**src/rtl/pcs_pkg.sv**
```systemverilog
// pcs_pkg: 1000BASE-X PCS definitions shared by the transmit ordered-set generator
// and the receive synchroniser (code-group constants and state enums).
package pcs_pkg;

    localparam logic [7:0] K28_5  = 8'hBC;
    localparam logic [7:0] K_SOP  = 8'hFB;
    localparam logic [7:0] K_EOP  = 8'hFD;
    localparam logic [7:0] K_CARR = 8'hF7;
    localparam logic [7:0] K_ERR  = 8'hFE;
    localparam logic [7:0] D16_2  = 8'h50;
    localparam logic [7:0] D5_6   = 8'hC5;

    // Each tx state names the code group currently on xcvr_txd.
    typedef enum logic [2:0] {
        TX_IDLE_K,
        TX_IDLE_D,
        TX_SOP,
        TX_DATA,
        TX_EOP_T,
        TX_EOP_R,
        TX_EOP_R_ALIGN,
        TX_EXTEND
    } tx_state_e;

    typedef enum logic [1:0] {
        RX_LOSS_OF_SYNC,
        RX_COMMA_DETECT,
        RX_ACQUIRE_SYNC,
        RX_SYNC_ACQUIRED
    } rx_sync_state_e;

    function automatic logic tx_state_busy(input tx_state_e s);
        return !(s == TX_IDLE_K || s == TX_IDLE_D);
    endfunction

endpackage

```
**src/rtl/pcs_tx_counters.sv**
```systemverilog
// pcs_tx_counters: saturating frame-completed and frame-aborted counters for the
// PCS transmit path, each advanced by a single-cycle increment strobe.
module pcs_tx_counters
    import pcs_pkg::*;
#(
    parameter int CNT_W = 16
) (
    input  logic             clk,
    input  logic             reset_n,
    input  logic             frame_inc,
    input  logic             abort_inc,
    output logic [CNT_W-1:0] frame_cnt,
    output logic [CNT_W-1:0] abort_cnt
);

    logic [CNT_W-1:0] frame_q, frame_d;
    logic [CNT_W-1:0] abort_q, abort_d;

    always_comb begin
        frame_d = frame_q;
        abort_d = abort_q;
        if (frame_inc && frame_q != '1) begin
            frame_d = frame_q + 1'b1;
        end
        if (abort_inc && abort_q != '1) begin
            abort_d = abort_q + 1'b1;
        end
    end

    always_ff @(posedge clk) begin
        if (!reset_n) begin
            frame_q <= '0;
            abort_q <= '0;
        end else begin
            frame_q <= frame_d;
            abort_q <= abort_d;
        end
    end

    assign frame_cnt = frame_q;
    assign abort_cnt = abort_q;

endmodule

```
**src/rtl/pcs_tx_ordered_set.sv**
```systemverilog
// pcs_tx_ordered_set: 1000BASE-X PCS transmit ordered-set generator, GMII bytes in,
// code group + K flag out. Define PCS_TX_CARRIER_EXT_EN for carrier extension and /I1/ fix-up.
module pcs_tx_ordered_set
    import pcs_pkg::*;
#(
    parameter int         CNT_W      = 16,
    parameter logic [7:0] IDLE_D     = D16_2,
    parameter logic [7:0] IDLE_D_FIX = D5_6
) (
    input  logic             clk,
    input  logic             reset_n,
    input  logic [7:0]       mac_txd,
    input  logic             mac_tx_en,
    input  logic             mac_tx_er,
    input  logic             xcvr_tx_ready,
    output logic [7:0]       xcvr_txd,
    output logic             xcvr_tx_datak,
    output logic             tx_even,
    output logic             tx_busy,
    output logic [CNT_W-1:0] frame_cnt,
    output logic [CNT_W-1:0] abort_cnt
);

    tx_state_e  state_q, state_d;
    logic [7:0] txd_q, txd_d;
    logic       datak_q, datak_d;
    logic       even_q, even_d;
    logic       pend_q, pend_d;
    logic       hold_q, hold_d;
    logic       fix_q, fix_d;
    logic       sop_ok;
    logic       frame_inc, abort_inc;
`ifdef PCS_TX_CARRIER_EXT_EN
    localparam logic [7:0] CARR_EXT_TXD = 8'h0F;
    logic       ext_q, ext_d;
`endif

    // hold_q: tx_en has stayed high since the transceiver dropped ready, so that frame stays suppressed.
    always_comb begin
        state_d   = state_q;
        even_d    = ~even_q;
        pend_d    = 1'b0;
        hold_d    = mac_tx_en & (hold_q | ~xcvr_tx_ready);
        sop_ok    = mac_tx_en & ~hold_q;
        frame_inc = 1'b0;
        abort_inc = 1'b0;
`ifdef PCS_TX_CARRIER_EXT_EN
        ext_d     = 1'b0;
`endif
        if (!xcvr_tx_ready) begin
            abort_inc = tx_state_busy(state_q);
            state_d   = even_q ? TX_IDLE_D : TX_IDLE_K;
        end else begin
            case (state_q)
                TX_IDLE_K: begin
                    state_d = TX_IDLE_D;
                    pend_d  = sop_ok;
                end
                TX_IDLE_D: begin
                    state_d = (sop_ok || pend_q) ? TX_SOP : TX_IDLE_K;
                end
                TX_SOP, TX_DATA: begin
                    if (mac_tx_en) begin
                        state_d = TX_DATA;
                    end else begin
                        state_d   = TX_EOP_T;
                        frame_inc = 1'b1;
`ifdef PCS_TX_CARRIER_EXT_EN
                        ext_d     = mac_tx_er && (mac_txd == CARR_EXT_TXD);
`endif
                    end
                end
                TX_EOP_T: begin
`ifdef PCS_TX_CARRIER_EXT_EN
                    state_d = (ext_q && !mac_tx_en && mac_tx_er) ? TX_EXTEND : TX_EOP_R;
`else
                    state_d = TX_EOP_R;
`endif
                end
`ifdef PCS_TX_CARRIER_EXT_EN
                TX_EXTEND: begin
                    state_d = (!mac_tx_en && mac_tx_er) ? TX_EXTEND : TX_EOP_R;
                end
`endif
                TX_EOP_R: begin
                    state_d = even_q ? TX_EOP_R_ALIGN : TX_IDLE_K;
                end
                default: begin
                    state_d = TX_IDLE_K;
                end
            endcase
        end
    end

    // The code group is a pure decode of the next state, so it registers alongside it.
    always_comb begin
        txd_d   = K28_5;
        datak_d = 1'b1;
        fix_d   = 1'b0;
        case (state_d)
            TX_IDLE_D: begin
                txd_d   = fix_q ? IDLE_D_FIX : IDLE_D;
                datak_d = 1'b0;
            end
            TX_SOP: txd_d = K_SOP;
            TX_DATA: begin
                txd_d   = mac_tx_er ? K_ERR : mac_txd;
                datak_d = mac_tx_er;
            end
            TX_EOP_T: txd_d = K_EOP;
            TX_EOP_R, TX_EOP_R_ALIGN: txd_d = K_CARR;
`ifdef PCS_TX_CARRIER_EXT_EN
            TX_EXTEND: txd_d = (mac_txd == CARR_EXT_TXD) ? K_CARR : K_ERR;
`endif
            default: ;
        endcase
`ifdef PCS_TX_CARRIER_EXT_EN
        if (state_d == TX_EOP_R) begin
            fix_d = 1'b1;
        end else if (state_d != TX_IDLE_D) begin
            fix_d = fix_q;
        end
`endif
    end

    always_ff @(posedge clk) begin
        if (!reset_n) begin
            state_q <= TX_IDLE_K;
            txd_q   <= K28_5;
            datak_q <= 1'b1;
            even_q  <= 1'b1;
            pend_q  <= 1'b0;
            hold_q  <= 1'b0;
            fix_q   <= 1'b0;
        end else begin
            state_q <= state_d;
            txd_q   <= txd_d;
            datak_q <= datak_d;
            even_q  <= even_d;
            pend_q  <= pend_d;
            hold_q  <= hold_d;
            fix_q   <= fix_d;
        end
    end

`ifdef PCS_TX_CARRIER_EXT_EN
    always_ff @(posedge clk) begin
        if (!reset_n) begin
            ext_q <= 1'b0;
        end else begin
            ext_q <= ext_d;
        end
    end
`endif

    pcs_tx_counters #(.CNT_W(CNT_W)) u_counters (
        .clk       (clk),
        .reset_n   (reset_n),
        .frame_inc (frame_inc),
        .abort_inc (abort_inc),
        .frame_cnt (frame_cnt),
        .abort_cnt (abort_cnt)
    );

    assign xcvr_txd      = txd_q;
    assign xcvr_tx_datak = datak_q;
    assign tx_even       = even_q;
    assign tx_busy       = tx_state_busy(state_q);

endmodule
```
**config.mk**
```make
export PLATFORM = sky130hd
export DESIGN_NAME = pcs_tx_ordered_set
export DESIGN_NICKNAME = d
export VERILOG_FILES = /design/src/rtl/pcs_pkg.sv /design/src/rtl/pcs_tx_counters.sv /design/src/rtl/pcs_tx_ordered_set.sv
export SDC_FILE = /design/constraint.sdc
export NUM_CORES = 1
export LEC_CHECK = 0
export CELL_PAD_IN_SITES_DETAIL_PLACEMENT = 0
export CELL_PAD_IN_SITES_GLOBAL_PLACEMENT = 1
export CORE_ASPECT_RATIO = 0.7
export CORE_MARGIN = 2
export CORE_UTILIZATION = 46
export DETAILED_ROUTE_END_ITERATION = 8
export DONT_BUFFER_PORTS = 1
export HOLD_SLACK_MARGIN = 0.02
export PLACE_DENSITY_LB_ADDON = 0.08
export SLEW_MARGIN = 20
export SYNTH_ARGS = -nofsm -noshare
export SYNTH_HDL_FRONTEND = slang
export SYNTH_SLANG_ARGS = --single-unit
```
**constraint.sdc**
```tcl
create_clock -name clk -period 2.24 [get_ports clk]
set_input_delay 0.448 -clock clk [delete_from_list [all_inputs] [get_ports clk]]
set_output_delay 0.448 -clock clk [all_outputs]
set_load 0.005 [all_outputs]
```
==> flow_metrics.tcl <==
set metrics [dict create \
    cts_tree "done" \
    ys_seq_elements 47 \
    cts.sinks 47 \
    peakVddDrop_mv 0.283 \
    path_class "register to register" \
    cp-end-kind "register" \
    antenna_found_initial 0 \
    p_clk_share_pct 40.9 \
    cp_max_fo 5 \
    cp.required_ns 2.43 \
    postCtsSetupBuffers 0 \
    final_util_pct 51.3 \
    crit_arrival_ns 2.14 \
    drive_above_1_share_pct 8.55 \
    die_h_microns 62.3 \
    rsz0062_at_grt "no" \
    rows 21 \
    pin_count 56 \
    synth_most_common_cell "dfxtp_1" \
    seq_power_share_pct 54.8 \
    dieArea_sq_um 5430 \
    port_buffers 0 \
    synth_area_leaders "dfxtp_1, nor2_1, nand2_1" \
    synth-edff-count 0 \
    fmax_mhz 511 \
    p_sw_share_pct 21.7 \
    slew_violations 0 \
    core-area_sq_um 4730 \
    antennaDiodeCount 0 \
    min_path_type "input pin to register" \
    drt_iter0_drc 99 \
    grt_max_degree 27 \
    p_switching_uw 344 \
    start_util_pct 47.1 \
    power_density_nw_per_um2 653 \
    synth_common_cells "dfxtp_1, nor2_1, nand2_1" \
    grt.overflow.total 0 \
    grt_pass1_vias 1675 \
    p_total_mw 1.58 \
    ys_types 49 \
    cts_root_buffer "clkbuf_8" \
    place.gp.congestion 0.804 \
    seq_area_frac_synth_pct 42.2 \
    synth.yosys.warnings 0 \
    cts_made_buffers 5 \
    wl_mm 4.88 \
    clkSlewWorstSetupHoldPaths_ns 0.09 \
    dr_total_vias 1784 \
    synthFlopType "dfxtp_1" \
    fin_tns_setup_ns 0 \
    synth_area_sq_um 2230 \
    fin_crit_sh_pct 87.4 \
    power_frac_comb_pct 4.3 \
    leakage_nw 0.881 \
    viasPerCell 5.47 \
    cts_resized 0 \
    antenna_left 0 \
    finalSetupViolCount 0 \
    layout.nets 283 \
    ctsHoldBuffers 0 \
    yosysTopAreaCell "dfxtp_1" \
    drc 0 \
    clkLatencyLatePin_ns 0.31 \
    internal_power_mw 1.24 \
    die_w_microns 87.2 \
    synth_top_area_share_pct 42.2 \
    postSynthAreaPerCell_sq_um 8.48 \
    hold_violations 0 \
    drv_cap 0 \
    grt_usage_pct 19.7 \
    critPathLaunchType "register" \
    syn_nets 278 \
    r2r-start "u_counters.abort_cnt[0]" \
    slew_headroom_pct 69.4 \
    status "completed" \
    cts_max_path_buffers 2 \
    dp.final_hpwl_mm 3.58 \
    grt_pass1_wl_mm 8.49 \
    syn-instance-count 263 \
    cts_max_level 2 \
    period_minus_slack_ns 1.96 \
    worst_pin_slew_ns 0.455 \
    crit_start "u_counters.abort_cnt[0]" \
    finalClockSkew_ns 0.00871 \
    synthArstFlopShare_pct 0 \
    holdCritStartpoint "reset_n" \
    synthToLayoutAreaGrowth_pct 8.81 \
    dr.pass1.iters 4 \
    wl_per_cell_microns 15.0 \
]
registers in the layout, indices dropped and copies added (netlist names):
signal and flops:
tx_even 1, state_q 3, hold_q 1, u_counters.frame_cnt 16, xcvr_txd 8, u_counters.abort_cnt 16
pend_q 1, xcvr_tx_datak 1
per-stage QoR:
step	setup slack (ns)	hold slack (ns)	cells	area, sq um
after CTS	0.265	0.195	326	2430
after detailed placement	0.278	0.475	318	2310
after global routing	0.0672	0.196	326	2430
final	0.282	0.209	326	2430
after global placement	0.337	0.480	318	2310
after floorplan	0.435	0.448	263	2230
kinds of logic (layout without fill, tap and decap cells):
kind of cell    Yosys count  after routing  share of synthesized area [%]
compound gates           38             38                           11.5
xor+xnor                 18             18                           7.07
fa+ha+maj                 2              2                           1.12
buf+inv                  17             23                           3.20
flops                    47             47                           42.2
mux                       7              7                           3.14
simple gates            134            134                           31.8
worst max-delay path, cell delays in order, from the launching register on:
cell	delay, ns
dfxtp_1	0.43
ha_1	0.20
nand3_1	0.14
or3_1	0.39
o21a_1	0.27
and4_1	0.23
xnor2_1	0.13
nor2_1	0.05
layout make-up:
type / instances / area, sq um
clock buffer: 6 / 82.6
clock inverter: 2 / 35.0
fill: 457 / 2300
inverter: 9 / 33.8
multi-input combinational: 199 / 1220
sequential: 47 / 941
tap: 57 / 71.3
timing repair buffer: 6 / 45.0
final timing paths:
| path | end | slack (ns) | cells after the start |
|---|---|---|---|
| worst min register to register | hold_q | 0.49 | 2 |
| worst min-delay path | tx_even | 0.21 | 1 |
| worst max register to register | u_counters.abort_cnt[3] | 0.28 | 7 |
| worst max-delay path | u_counters.abort_cnt[3] | 0.28 | 7 |
layer usage:
| metal | up-vias | track usage, % | share of wire [%] |
|---|---|---|---|
| met3 | 7 | 5.72 | 6.7 |
| met5 | - | 0 | 0 |
| met1 | 800 | 30.5 | 54 |
| met2 | 55 | 25.8 | 38 |
| li1 | 922 | - | - |
| met4 | 0 | 6.35 | 1.5 |
cells in the final DEF (no fill, tap or decap), types with 7 or more instances in the layout:
cell type | synthesis | routed
dfxtp_1 | 47 | 47
o21ai_0 | 7 | 7
inv_1 | 8 | 8
xor2_1 | 9 | 9
nand4_1 | 9 | 9
mux2i_1 | 7 | 7
nand2b_1 | 8 | 8
nand2_1 | 31 | 31
xnor2_1 | 9 | 9
a21oi_1 | 8 | 8
nor2_1 | 42 | 42
nand3_1 | 14 | 14
power by group through the flow:
stage	registers (mW)	logic [mW]	clock network, mW
3_5_place_dp	0.887	0.0684	0
6_report	0.867	0.0685	0.648
5_1_grt	0.870	0.0788	0.704
2_1_floorplan	0.883	0.0613	0
3_3_place_gp	0.887	0.0681	0
4_1_cts	0.867	0.0686	0.672
Power figures use the tool's default switching activity.
